[config.mk]
export PLATFORM = sky130hd
export DESIGN_NAME = uart_tx_arbiter
export DESIGN_NICKNAME = d
export VERILOG_FILES = /design/src/rtl/uart_tx_arbiter.sv
export SDC_FILE = /design/constraint.sdc
export NUM_CORES = 1
export LEC_CHECK = 0
export CORE_MARGIN = 5
export CORE_UTILIZATION = 34
export CTS_CLUSTER_DIAMETER = 120
export CTS_CLUSTER_SIZE = 24
export DETAILED_ROUTE_END_ITERATION = 8
export PLACE_DENSITY = 0.83
export RECOVER_POWER = 50
export SYNTH_ARGS = -nofsm -noshare
export SYNTH_HDL_FRONTEND = slang
export SYNTH_SLANG_ARGS = --single-unit
[constraint.sdc]
create_clock -name clk -period 1.9 [get_ports clk]
set_input_delay 0.38 -clock clk [delete_from_list [all_inputs] [get_ports clk]]
set_output_delay 0.38 -clock clk [all_outputs]
set_load 0.01 [all_outputs]
[src/rtl/uart_tx_arbiter.sv]
// Round-robin packet arbiter: locks one of N_REQ byte streams onto a single UART serializer.
// Defining UART_TX_ARB_WATCHDOG_EN adds a stall watchdog that aborts a stuck packet.
module uart_tx_arbiter #(
  parameter int N_REQ       = 3,
  parameter int WDOG_CYCLES = 4096,
  localparam int IDX_W      = (N_REQ > 1) ? $clog2(N_REQ) : 1
) (
  input  logic               clk,
  input  logic               rst,
  input  logic [N_REQ-1:0]   req_valid,
  input  logic [N_REQ*8-1:0] req_data,
  input  logic [N_REQ-1:0]   req_last,
  output logic [N_REQ-1:0]   req_ready,
  output logic               tx_valid,
  output logic [7:0]         tx_data,
  input  logic               tx_ready,
  output logic [N_REQ-1:0]   grant,
  output logic               busy,
  output logic               abort,
  output logic [IDX_W-1:0]   abort_id
);

  typedef enum logic [0:0] {IDLE = 1'b0, LOCKED = 1'b1} state_t;

  state_t           state_r, state_nxt_s;
  logic [IDX_W-1:0] owner_r, rr_ptr_r, pick_idx_s, cand_idx_s, next_ptr_s;
  logic [N_REQ-1:0] grant_r, pick_oh_s;
  logic             found_s, hs_s, done_s, wdog_fire_s;
  int               cand_s;

  // Round-robin search for the first valid requester at or after rr_ptr.
  always_comb begin
    pick_idx_s = {IDX_W{1'b0}};
    pick_oh_s  = {N_REQ{1'b0}};
    found_s    = 1'b0;
    cand_s     = 0;
    cand_idx_s = {IDX_W{1'b0}};
    for (int k = 0; k < N_REQ; k++) begin
      cand_s     = int'(rr_ptr_r) + k;
      cand_idx_s = IDX_W'((cand_s >= N_REQ) ? (cand_s - N_REQ) : cand_s);
      pick_idx_s = (!found_s && req_valid[cand_idx_s]) ? cand_idx_s : pick_idx_s;
      found_s    = found_s | req_valid[cand_idx_s];
    end
    pick_oh_s[pick_idx_s] = found_s;
  end

  assign hs_s       = tx_valid & tx_ready;
  assign done_s     = hs_s & req_last[owner_r];
  assign next_ptr_s = (owner_r == IDX_W'(N_REQ - 1)) ? {IDX_W{1'b0}} : (owner_r + IDX_W'(1));

  // Next-state logic.
  always_comb begin
    state_nxt_s = state_r;
    case (state_r)
      IDLE: begin
        if (found_s) state_nxt_s = LOCKED;
        else         state_nxt_s = IDLE;
      end
      LOCKED: begin
        if (done_s || wdog_fire_s) state_nxt_s = IDLE;
        else                       state_nxt_s = LOCKED;
      end
      default: state_nxt_s = IDLE;
    endcase
  end

  // Owner's stream is passed straight through to the serializer while locked.
  always_comb begin
    tx_valid  = 1'b0;
    tx_data   = 8'h00;
    req_ready = {N_REQ{1'b0}};
    if (state_r == LOCKED) begin
      tx_valid           = req_valid[owner_r];
      tx_data            = req_data[{owner_r, 3'b000} +: 8];
      req_ready[owner_r] = tx_ready;
    end else begin
      tx_valid  = 1'b0;
      req_ready = {N_REQ{1'b0}};
    end
  end

  // State, owner, grant and round-robin pointer registers.
  always_ff @(posedge clk or posedge rst) begin
    if (rst) begin
      state_r  <= IDLE;
      owner_r  <= {IDX_W{1'b0}};
      rr_ptr_r <= {IDX_W{1'b0}};
      grant_r  <= {N_REQ{1'b0}};
    end else begin
      state_r <= state_nxt_s;
      case (state_r)
        IDLE: begin
          if (found_s) begin
            owner_r <= pick_idx_s;
            grant_r <= pick_oh_s;
          end
        end
        LOCKED: begin
          if (done_s || wdog_fire_s) begin
            grant_r  <= {N_REQ{1'b0}};
            rr_ptr_r <= next_ptr_s;
          end
        end
        default: grant_r <= {N_REQ{1'b0}};
      endcase
    end
  end

  assign grant = grant_r;
  assign busy  = (state_r == LOCKED);

`ifdef UART_TX_ARB_WATCHDOG_EN
  localparam int WDOG_W = (WDOG_CYCLES > 1) ? $clog2(WDOG_CYCLES) : 1;

  logic [WDOG_W-1:0] wdog_cnt_r;
  logic              abort_r;
  logic [IDX_W-1:0]  abort_id_r;

  assign wdog_fire_s = (state_r == LOCKED) && !hs_s &&
                       (wdog_cnt_r == WDOG_W'(WDOG_CYCLES - 1));

  // Stall counter; abort is a registered one-cycle pulse following the firing cycle.
  always_ff @(posedge clk or posedge rst) begin
    if (rst) begin
      wdog_cnt_r <= {WDOG_W{1'b0}};
      abort_r    <= 1'b0;
      abort_id_r <= {IDX_W{1'b0}};
    end else begin
      abort_r <= wdog_fire_s;
      if (wdog_fire_s) abort_id_r <= owner_r;
      if ((state_r != LOCKED) || hs_s || wdog_fire_s) wdog_cnt_r <= {WDOG_W{1'b0}};
      else                                            wdog_cnt_r <= wdog_cnt_r + WDOG_W'(1);
    end
  end

  assign abort    = abort_r;
  assign abort_id = abort_id_r;
`else
  logic wdog_unused_s;
  assign wdog_unused_s = (WDOG_CYCLES > 32'sd0);
  assign wdog_fire_s   = 1'b0;
  assign abort         = 1'b0;
  assign abort_id      = {IDX_W{1'b0}};
`endif

endmodule
==> results.rst, run 1 <==
.. list-table::
   :header-rows: 1

   * - Metric
     - Value
   * - Crit path max fanout
     - 6
   * - Portion of the post-synthesis area used by sequential elements
     - 22.5%
   * - Top cell type's share of synthesized area
     - 22.5%
   * - Placement Rows
     - 18
   * - Critical Path End Type
     - primary output
   * - Standard cell core area
     - ~2500 um2
   * - Global-route wire length before repair
     - about 5200 um
   * - Violation count after the first detailed-route iteration
     - 48
   * - Area enclosed by the die boundary
     - between 3000 and 4000 um2
   * - Total number of yosys warnings
     - 0
   * - Final GP Congestion
     - between 0.8 and 0.9
   * - Failing checks
     - negative setup slack
   * - Number of fillers in the final layout
     - just under 200
   * - Antenna violations before repair
     - 0
   * - Ys async rst share
     - 100%
   * - HPWL Detailed
     - between 2000 and 3000 um
   * - Type of the tightest min-delay check
     - in -> async
   * - Number of standard cells in the layout, taps in and fillers out
     - between 200 and 250
   * - Highest Clock Rate
     - a little over 500 MHz
   * - Final period utilization
     - 102%
   * - Number of global-route vias before repair
     - roughly 1100
   * - Overall die height
     - between 60 and 70 um
   * - Power density over cell area
     - approximately 1300 nW/um2
   * - CP Launch Point
     - owner_r[0]$_DFFE_PP0P_
   * - LEAKAGE
     - 0.790 nW
   * - Status
     - finished, violations left
   * - I/O Pins
     - 52
   * - RSZ-0062 raised after global routing
     - true
   * - Total detailed-routing wirelength
     - approximately 3500 um
   * - Finish-stage setup viols
     - 3
   * - Post-synthesis instance area
     - 890 um2
   * - Worst Slack Setup Final
     - -0.0320 ns
   * - Antenna fix cells
     - 0
   * - Width of the die
     - between 60 and 70 um
   * - Clock skew after layout
     - between 0.003 and 0.004 ns
   * - Cell taking the most area after synthesis
     - sky130_fd_sc_hd__dfrtp_1
   * - Initial cell density of the core
     - around 36%
   * - Total count of max-transition violations in the final report
     - 0
   * - Drc violations
     - 0
   * - Placed cell count
     - between 200 and 250
   * - Clock tree root driver cell
     - sky130_fd_sc_hd__clkbuf_4
   * - Number of nets in the finished design
     - 221
   * - Detailed-route vias per instance
     - just over 5
   * - Mean instance size in the synthesized netlist
     - 8.09 um2
   * - Number of buffers between clock root and the deepest sink
     - 2
   * - Top post-synthesis cells by area
     - sky130_fd_sc_hd__dfrtp_1 23%, sky130_fd_sc_hd__mux2i_1 16%, sky130_fd_sc_hd__nor2_1 7.6%
   * - Final hold violations
     - 0
   * - Worst R2R Path Depth
     - 6
   * - CTS tree
     - done
   * - Max-cap violations
     - 0
   * - Reg-to-reg startpoint
     - rr_ptr_r[0]$_DFFE_PP0P_
   * - Worst Setup Start Kind
     - register
   * - Final standard cell utilization of the core
     - slightly below 70%
   * - Share of post-route cells with drive strength above 1
     - 37.4%
   * - Clock Latency Late Sink
     - 0.25 ns
   * - Number of clock sinks
     - 8
   * - Clock buffer count from CTS
     - 3
   * - Largest net degree at the start of global routing
     - 15
   * - Cell area after placement
     - approximately 1500 um2
   * - Cell with the most instances after synthesis
     - sky130_fd_sc_hd__nor2_1
   * - Reg-to-reg setup timing slack
     - -0.01 ns
   * - Maximum vdd ir drop
     - between 0.8 and 0.9 mV
   * - Worst path required time
     - about 1.5 ns
   * - Remaining global-route overflow
     - 0
   * - Area Growth Syn to Fin
     - 90.6%
   * - Clock transition at the registers of the reported paths
     - 0.05 ns
   * - End of the worst register-to-register path
     - owner_r[1]$_DFFE_PP0P_
   * - H-tree levels
     - 1
   * - Port-buffer cells
     - 48
   * - ANT nets after route
     - 0
   * - Count of TritonRoute iterations in the first routing pass
     - 4
   * - Total global-route track usage
     - around a fifth
   * - Number of synthesized flops with an enable pin
     - 0
   * - Most frequently used flop master after synthesis
     - sky130_fd_sc_hd__dfrtp_1
   * - Final design instance area without fill
     - about 1700 um2
   * - Post-layout min period
     - ~1.9 ns
   * - Number of register bits inferred by synthesis
     - 8
   * - Yosys cell types
     - 35
   * - Leading cell types by count after synthesis
     - 18 x sky130_fd_sc_hd__nor2_1, 14 x sky130_fd_sc_hd__mux2i_1, 9 x sky130_fd_sc_hd__a21oi_1, 9 x sky130_fd_sc_hd__nand2_1, 8 x sky130_fd_sc_hd__dfrtp_1
   * - Count of mapped cells out of synthesis
     - 110
   * - Min Hold Slack
     - approximately 0.5 ns
   * - Routed len/inst
     - 16.6 um
   * - Setup Crit Path Kind
     - reg -> out
   * - Worst setup path end
     - tx_data[6]
   * - Overall via count from detail_route
     - around 1100
   * - Arrival time at the worst endpoint
     - 1.55 ns
[flip-flops by register name (all words and copies together), names as in the netlist]
register	count
owner_r	2
grant	3
busy	1
rr_ptr_r	2
[placed cells by master (no fill, tap or decap), types with 2 or more instances in the layout]
| master | Yosys | layout |
|---|---|---|
| sky130_fd_sc_hd__nor2_1 | 18 | 18 |
| sky130_fd_sc_hd__buf_6 | 2 | 5 |
| sky130_fd_sc_hd__mux2i_1 | 14 | 11 |
| sky130_fd_sc_hd__a21oi_1 | 9 | 7 |
| sky130_fd_sc_hd__dfrtp_1 | 8 | 7 |
| sky130_fd_sc_hd__clkdlybuf4s50_1 | 0 | 33 |
| sky130_fd_sc_hd__inv_1 | 5 | 3 |
| sky130_fd_sc_hd__nand2b_1 | 3 | 3 |
| sky130_fd_sc_hd__mux2_4 | 0 | 2 |
| sky130_fd_sc_hd__ha_4 | 0 | 2 |
| sky130_fd_sc_hd__conb_1 | 1 | 3 |
| sky130_fd_sc_hd__o21ai_0 | 3 | 3 |
| sky130_fd_sc_hd__a21oi_2 | 0 | 2 |
| sky130_fd_sc_hd__mux2i_4 | 0 | 2 |
| sky130_fd_sc_hd__buf_4 | 3 | 20 |
| sky130_fd_sc_hd__a21o_1 | 2 | 2 |
| sky130_fd_sc_hd__dlygate4sd3_1 | 0 | 2 |
| sky130_fd_sc_hd__buf_2 | 2 | 10 |
| sky130_fd_sc_hd__o2bb2ai_2 | 1 | 2 |
| sky130_fd_sc_hd__nor2b_2 | 0 | 2 |
| sky130_fd_sc_hd__inv_2 | 0 | 2 |
| sky130_fd_sc_hd__nand2_1 | 9 | 9 |
| sky130_fd_sc_hd__clkbuf_4 | 0 | 3 |
[critical path: stages (launching register included)]
cell and delay, ns:
sky130_fd_sc_hd__dfrtp_2 0.41, sky130_fd_sc_hd__buf_6 0.13, sky130_fd_sc_hd__buf_12 0.14, sky130_fd_sc_hd__mux2i_4 0.19
sky130_fd_sc_hd__nor2_1 0.10, sky130_fd_sc_hd__a21oi_1 0.05, sky130_fd_sc_hd__nor2_1 0.11, sky130_fd_sc_hd__buf_2 0.15
[per-stage QoR]
step | setup TNS (ns) | worst slack [ns] | power, mW
floorplan | 0 | 0.00353 | 1.15
global placement | -2.83 | -0.304 | 1.80
detailed placement | -3.61 | -0.314 | 1.86
CTS | -0.000170 | -0.000170 | 2.10
global route | -0.695 | -0.0781 | 2.42
finish | -0.0419 | -0.0320 | 2.27
[kinds of logic after synthesis]
group,Yosys count,share of synthesized area (%)
and+or+nand+nor,42,23.9
muxes,16,18.3
AOI/OAI and AO/OA,25,20.1
other,1,0.422
buffers and inverters,14,9.14
adders and majority gates,4,5.63
DFF,8,22.5
[where the power goes]
| group | switching (mW) | total [mW] | internal (mW) | leakage [nW] |
|---|---|---|---|---|
| sequential | 0.0652 | 0.307 | 0.242 | 0.0997 |
| clock | 0.0547 | 0.127 | 0.0720 | 0.0138 |
| combinational | 0.859 | 1.83 | 0.973 | 0.677 |
| total | 0.979 | 2.27 | 1.29 | 0.790 |
[routing by layer]
layer  share of wire, %  wire length (um)  vias up  global-route usage [%]
met5                  0                 0        -                       0
met2                 54              1890       30                    31.4
met3                2.8                99        7                    1.68
li1                   -                 -      520                       -
met4                1.9                67        0                    7.74
met1                 41              1450      534                    24.5
[final cells by class]
| class | count | area (um2) | area share, % |
|---|---|---|---|
| Inverter | 6 | 22.5 | 1.33 |
| Clock buffer | 3 | 22.5 | 1.33 |
| Timing Repair Buffer | 75 | 686 | 40.4 |
| Multi-Input combinational cell | 90 | 726 | 42.8 |
| Sequential cell | 8 | 201 | 11.9 |
| Tap cell | 30 | 37.5 | 2.21 |
[worst min path at each step]
| stage | endpoint | cells past startpoint | slack [ns] | start |
|---|---|---|---|---|
| floorplan | busy$_DFF_PP0_ | 1 | 0.20 | rst |
| global placement | grant[0]$_DFFE_PP0P_ | 2 | 0.49 | grant[0]$_DFFE_PP0P_ |
| detailed placement | grant[0]$_DFFE_PP0P_ | 2 | 0.50 | grant[0]$_DFFE_PP0P_ |
| CTS | busy$_DFF_PP0_ | 2 | 0.37 | rst |
| global route | grant[2]$_DFFE_PP0P_ | 2 | 0.52 | rst |
| finish | owner_r[1]$_DFFE_PP0P_ | 2 | 0.50 | rst |
[timing repair]
action	4_1_cts	5_1_grt
pin swaps	2	14
buffers inserted	6	1
hold buffers	0	0
cloned	1	0
endpoints found under the setup margin	16	17
hold endpoints to repair	0	0
resized for setup	49	28
(Power assumes the default switching activity.)
==> run 2, diff against run 1 <==
- PLACE_DENSITY: 0.83 -> 0.85
==> run 2 against run 1 <==
The run still ends with negative setup slack left. Maximum frequency decreased by 1.3%. Non-clock buffer count grew 2. Register-to-register slack got worse by 0.04 ns. Largest power group unchanged.
==> results.rst, run 2 (synthesized netlist as in run 1, its figures left out) <==
.. list-table::
   :header-rows: 1

   * - Metric
     - Value
   * - Final period utilization
     - 103% (was 102%)
   * - Worst Slack Setup Final
     - -0.0584 ns (was -0.0320 ns)
   * - Highest Clock Rate
     - 511 MHz (was 518 MHz)
   * - Max FFs per register
     - 3 (unchanged)
   * - Total count of max-transition violations in the final report
     - 0 (unchanged)
   * - Total Power Consumption
     - 2.30 mW (was 2.27 mW)
   * - Final GP Congestion
     - 0.865 (about the same)
   * - Remaining global-route overflow
     - 0 (unchanged)
   * - Overall die height
     - 61.2 um (unchanged)
   * - Post-layout min period
     - 1.96 ns (was 1.93 ns)
   * - Max-cap violations
     - 0 (unchanged)
   * - Placement Rows
     - 18 (unchanged)
   * - Type of the tightest min-delay check
     - in -> async (unchanged)
   * - Standard cell core area
     - 2500 um2 (unchanged)
   * - Placed cell count
     - 202 (unchanged)
   * - Antenna fix cells
     - 0 (unchanged)
   * - Worst path required time
     - 1.52 ns (about the same)
   * - Global-route wire length before repair
     - 5200 um (was 5190 um)
   * - Number of standard cells in the layout, taps in and fillers out
     - 214 (was 212)
   * - Number of buffers between clock root and the deepest sink
     - 2 (unchanged)
   * - Status
     - finished, violations left (unchanged)
   * - Routed len/inst
     - 17.8 um (was 16.6 um)
   * - I/O Pins
     - 52 (unchanged)
   * - Width of the die
     - 61.2 um (unchanged)
   * - Drc violations
     - 0 (unchanged)
   * - CTS Hold Bufs
     - 0 (unchanged)
   * - Accumulated negative setup slack
     - -0.146 ns (was -0.0419 ns)
   * - Area Growth Syn to Fin
     - 89.2% (was 90.6%)
   * - CTS tree
     - done (unchanged)
   * - LEAKAGE
     - 0.778 nW (was 0.790 nW)
   * - HPWL Detailed
     - 2670 um (was 2720 um)
   * - Antenna violations before repair
     - 0 (unchanged)
   * - Share of post-route cells with drive strength above 1
     - 37.5% (was 37.4%)
   * - Finish-stage setup viols
     - 6 (was 3)
   * - Largest net degree at the start of global routing
     - 11 (was 15)
   * - Crit path buffers/inverters
     - 3 (unchanged)
   * - Arrival time at the worst endpoint
     - 1.58 ns (was 1.55 ns)
   * - Area enclosed by the die boundary
     - 3740 um2 (unchanged)
   * - Failing checks
     - negative setup slack (unchanged)
   * - Total detailed-routing wirelength
     - 3800 um (was 3510 um)
   * - Critical-path cell list
     - buf_6 > buf_6 > mux2i_4 > nor2_2 > a21oi_1 > nor2_1 > buf_2 (was buf_6 > buf_12 > mux2i_4 > nor2_1 > a21oi_1 > nor2_1 > buf_2)
   * - Final hold violations
     - 0 (unchanged)
   * - Slowest stage delay, CP
     - 0.41 ns (about the same)
   * - Clock tree root driver cell
     - sky130_fd_sc_hd__clkbuf_4 (unchanged)
   * - Critical Path End Type
     - primary output (unchanged)
   * - Cell with the biggest individual delay on the critical path
     - sky130_fd_sc_hd__dfrtp_1 (was sky130_fd_sc_hd__dfrtp_2)
   * - Total global-route track usage
     - 18.9% (was 18.7%)
   * - Violation count after the first detailed-route iteration
     - 32 (was 48)
   * - Min Hold Slack
     - 0.492 ns (was 0.504 ns)
   * - Maximum vdd ir drop
     - 0.840 mV (was 0.819 mV)
   * - Power density over cell area
     - 1370 nW/um2 (was 1340 nW/um2)
   * - Count of TritonRoute iterations in the first routing pass
     - 4 (unchanged)
   * - Worst setup slack after placement
     - -0.307 ns (was -0.314 ns)
   * - Final design instance area without fill
     - 1680 um2 (was 1700 um2)
   * - Crit path max fanout
     - 5 (was 6)
   * - Clock buffer count from CTS
     - 3 (unchanged)
   * - Leading cell type in the layout, fill and taps excluded
     - sky130_fd_sc_hd__clkdlybuf4s50_1 (unchanged)
   * - Commonest non-fill, non-tap cells in the layout
     - 34 x sky130_fd_sc_hd__clkdlybuf4s50_1, 21 x sky130_fd_sc_hd__buf_4, 17 x sky130_fd_sc_hd__nor2_1, 10 x sky130_fd_sc_hd__mux2i_1 (was 33 x sky130_fd_sc_hd__clkdlybuf4s50_1, 20 x sky130_fd_sc_hd__buf_4, 18 x sky130_fd_sc_hd__nor2_1, 11 x sky130_fd_sc_hd__mux2i_1, 10 x sky130_fd_sc_hd__buf_2)
   * - Final standard cell utilization of the core
     - 67.3% (was 67.8%)
   * - Cell area after placement
     - 1520 um2 (unchanged)
   * - Clock Latency Late Sink
     - 0.27 ns (was 0.25 ns)
   * - Worst path most repeated cell
     - sky130_fd_sc_hd__buf_6 (was sky130_fd_sc_hd__nor2_1)
   * - Initial cell density of the core
     - 35.6% (unchanged)
   * - Number of global-route vias before repair
     - 1098 (was 1105)
   * - ANT nets after route
     - 0 (unchanged)
   * - RSZ-0062 raised after global routing
     - true (unchanged)
   * - Category of cells accounting for the largest share of critical-path delay
     - buffers and inverters (unchanged)
   * - Worst Setup Start Kind
     - register (unchanged)
   * - Setup Crit Path Kind
     - reg -> out (unchanged)
   * - Detailed-route vias per instance
     - 5.21 (was 5.15)
   * - Clock skew after layout
     - 0.00915 ns (was 0.00342 ns)
   * - H-tree levels
     - 1 (unchanged)
   * - Overall via count from detail_route
     - 1116 (was 1091)
   * - Port-buffer cells
     - 48 (unchanged)
   * - Number of nets in the finished design
     - 223 (was 221)
   * - Number of clock sinks
     - 8 (unchanged)
   * - Clock transition at the registers of the reported paths
     - 0.06 ns (was 0.05 ns)
==> run 2: timing repair <==
item                                    CTS  global route
gates resized for setup                  46            29
pin swaps                                 5            16
endpoints found under the setup margin   17            15
buffers inserted                          7             4
hold endpoints to repair                  0             0
==> run 2: layout make-up <==
cell class / count / area, um2
sequential: 8 / 201
fill: 204 / 817
multi-input combinational: 90 / 714
clock buffer: 3 / 22.5
timing repair buffer: 77 / 684
inverter: 6 / 22.5
tap: 30 / 37.5
==> run 2: path summary, 6_finish.rpt <==
path | end | cells after the start | startpoint | slack [ns]
max in group asynchronous | rr_ptr_r[0]$_DFFE_PP0P_ | 2 | rst | 1.15
setup / recovery | tx_data[3] | 7 | owner_r[0]$_DFFE_PP0P_ | -0.06
hold / removal | grant[0]$_DFFE_PP0P_ | 2 | rst | 0.49
hold reg to reg | grant[1]$_DFFE_PP0P_ | 1 | grant[1]$_DFFE_PP0P_ | 0.52
setup reg to reg | grant[1]$_DFFE_PP0P_ | 8 | rr_ptr_r[1]$_DFFE_PP0P_ | -0.05
min in group clk | grant[1]$_DFFE_PP0P_ | 1 | grant[1]$_DFFE_PP0P_ | 0.52
==> run 2: power by group <==
part / switching, mW / internal [mW]
clock: 0.0696 / 0.0730
combinational: 0.887 / 0.957
sequential: 0.0731 / 0.242
total: 1.03 / 1.27
==> run 2: worst reg2reg max path, delay by kind of cell, from the launching register on <==
kind	cells	cell delay (ns)
AND/OR/NAND/NOR	1	0.04
buffers and inverters	2	0.27
AO/OA/AOI/OAI	3	0.68
adder cells (fa/ha/maj)	1	0.17
flip-flops	1	0.42
multiplexers	1	0.26
==> run 2: layer usage <==
layer / track usage [%] / wire length, um / vias up
li1: - / - / 528
met1: 22.4 / 1370 / 543
met2: 33.2 / 2110 / 31
met3: 2.52 / 176 / 14
met4: 8.98 / 149 / 0
met5: 0 / 0 / -
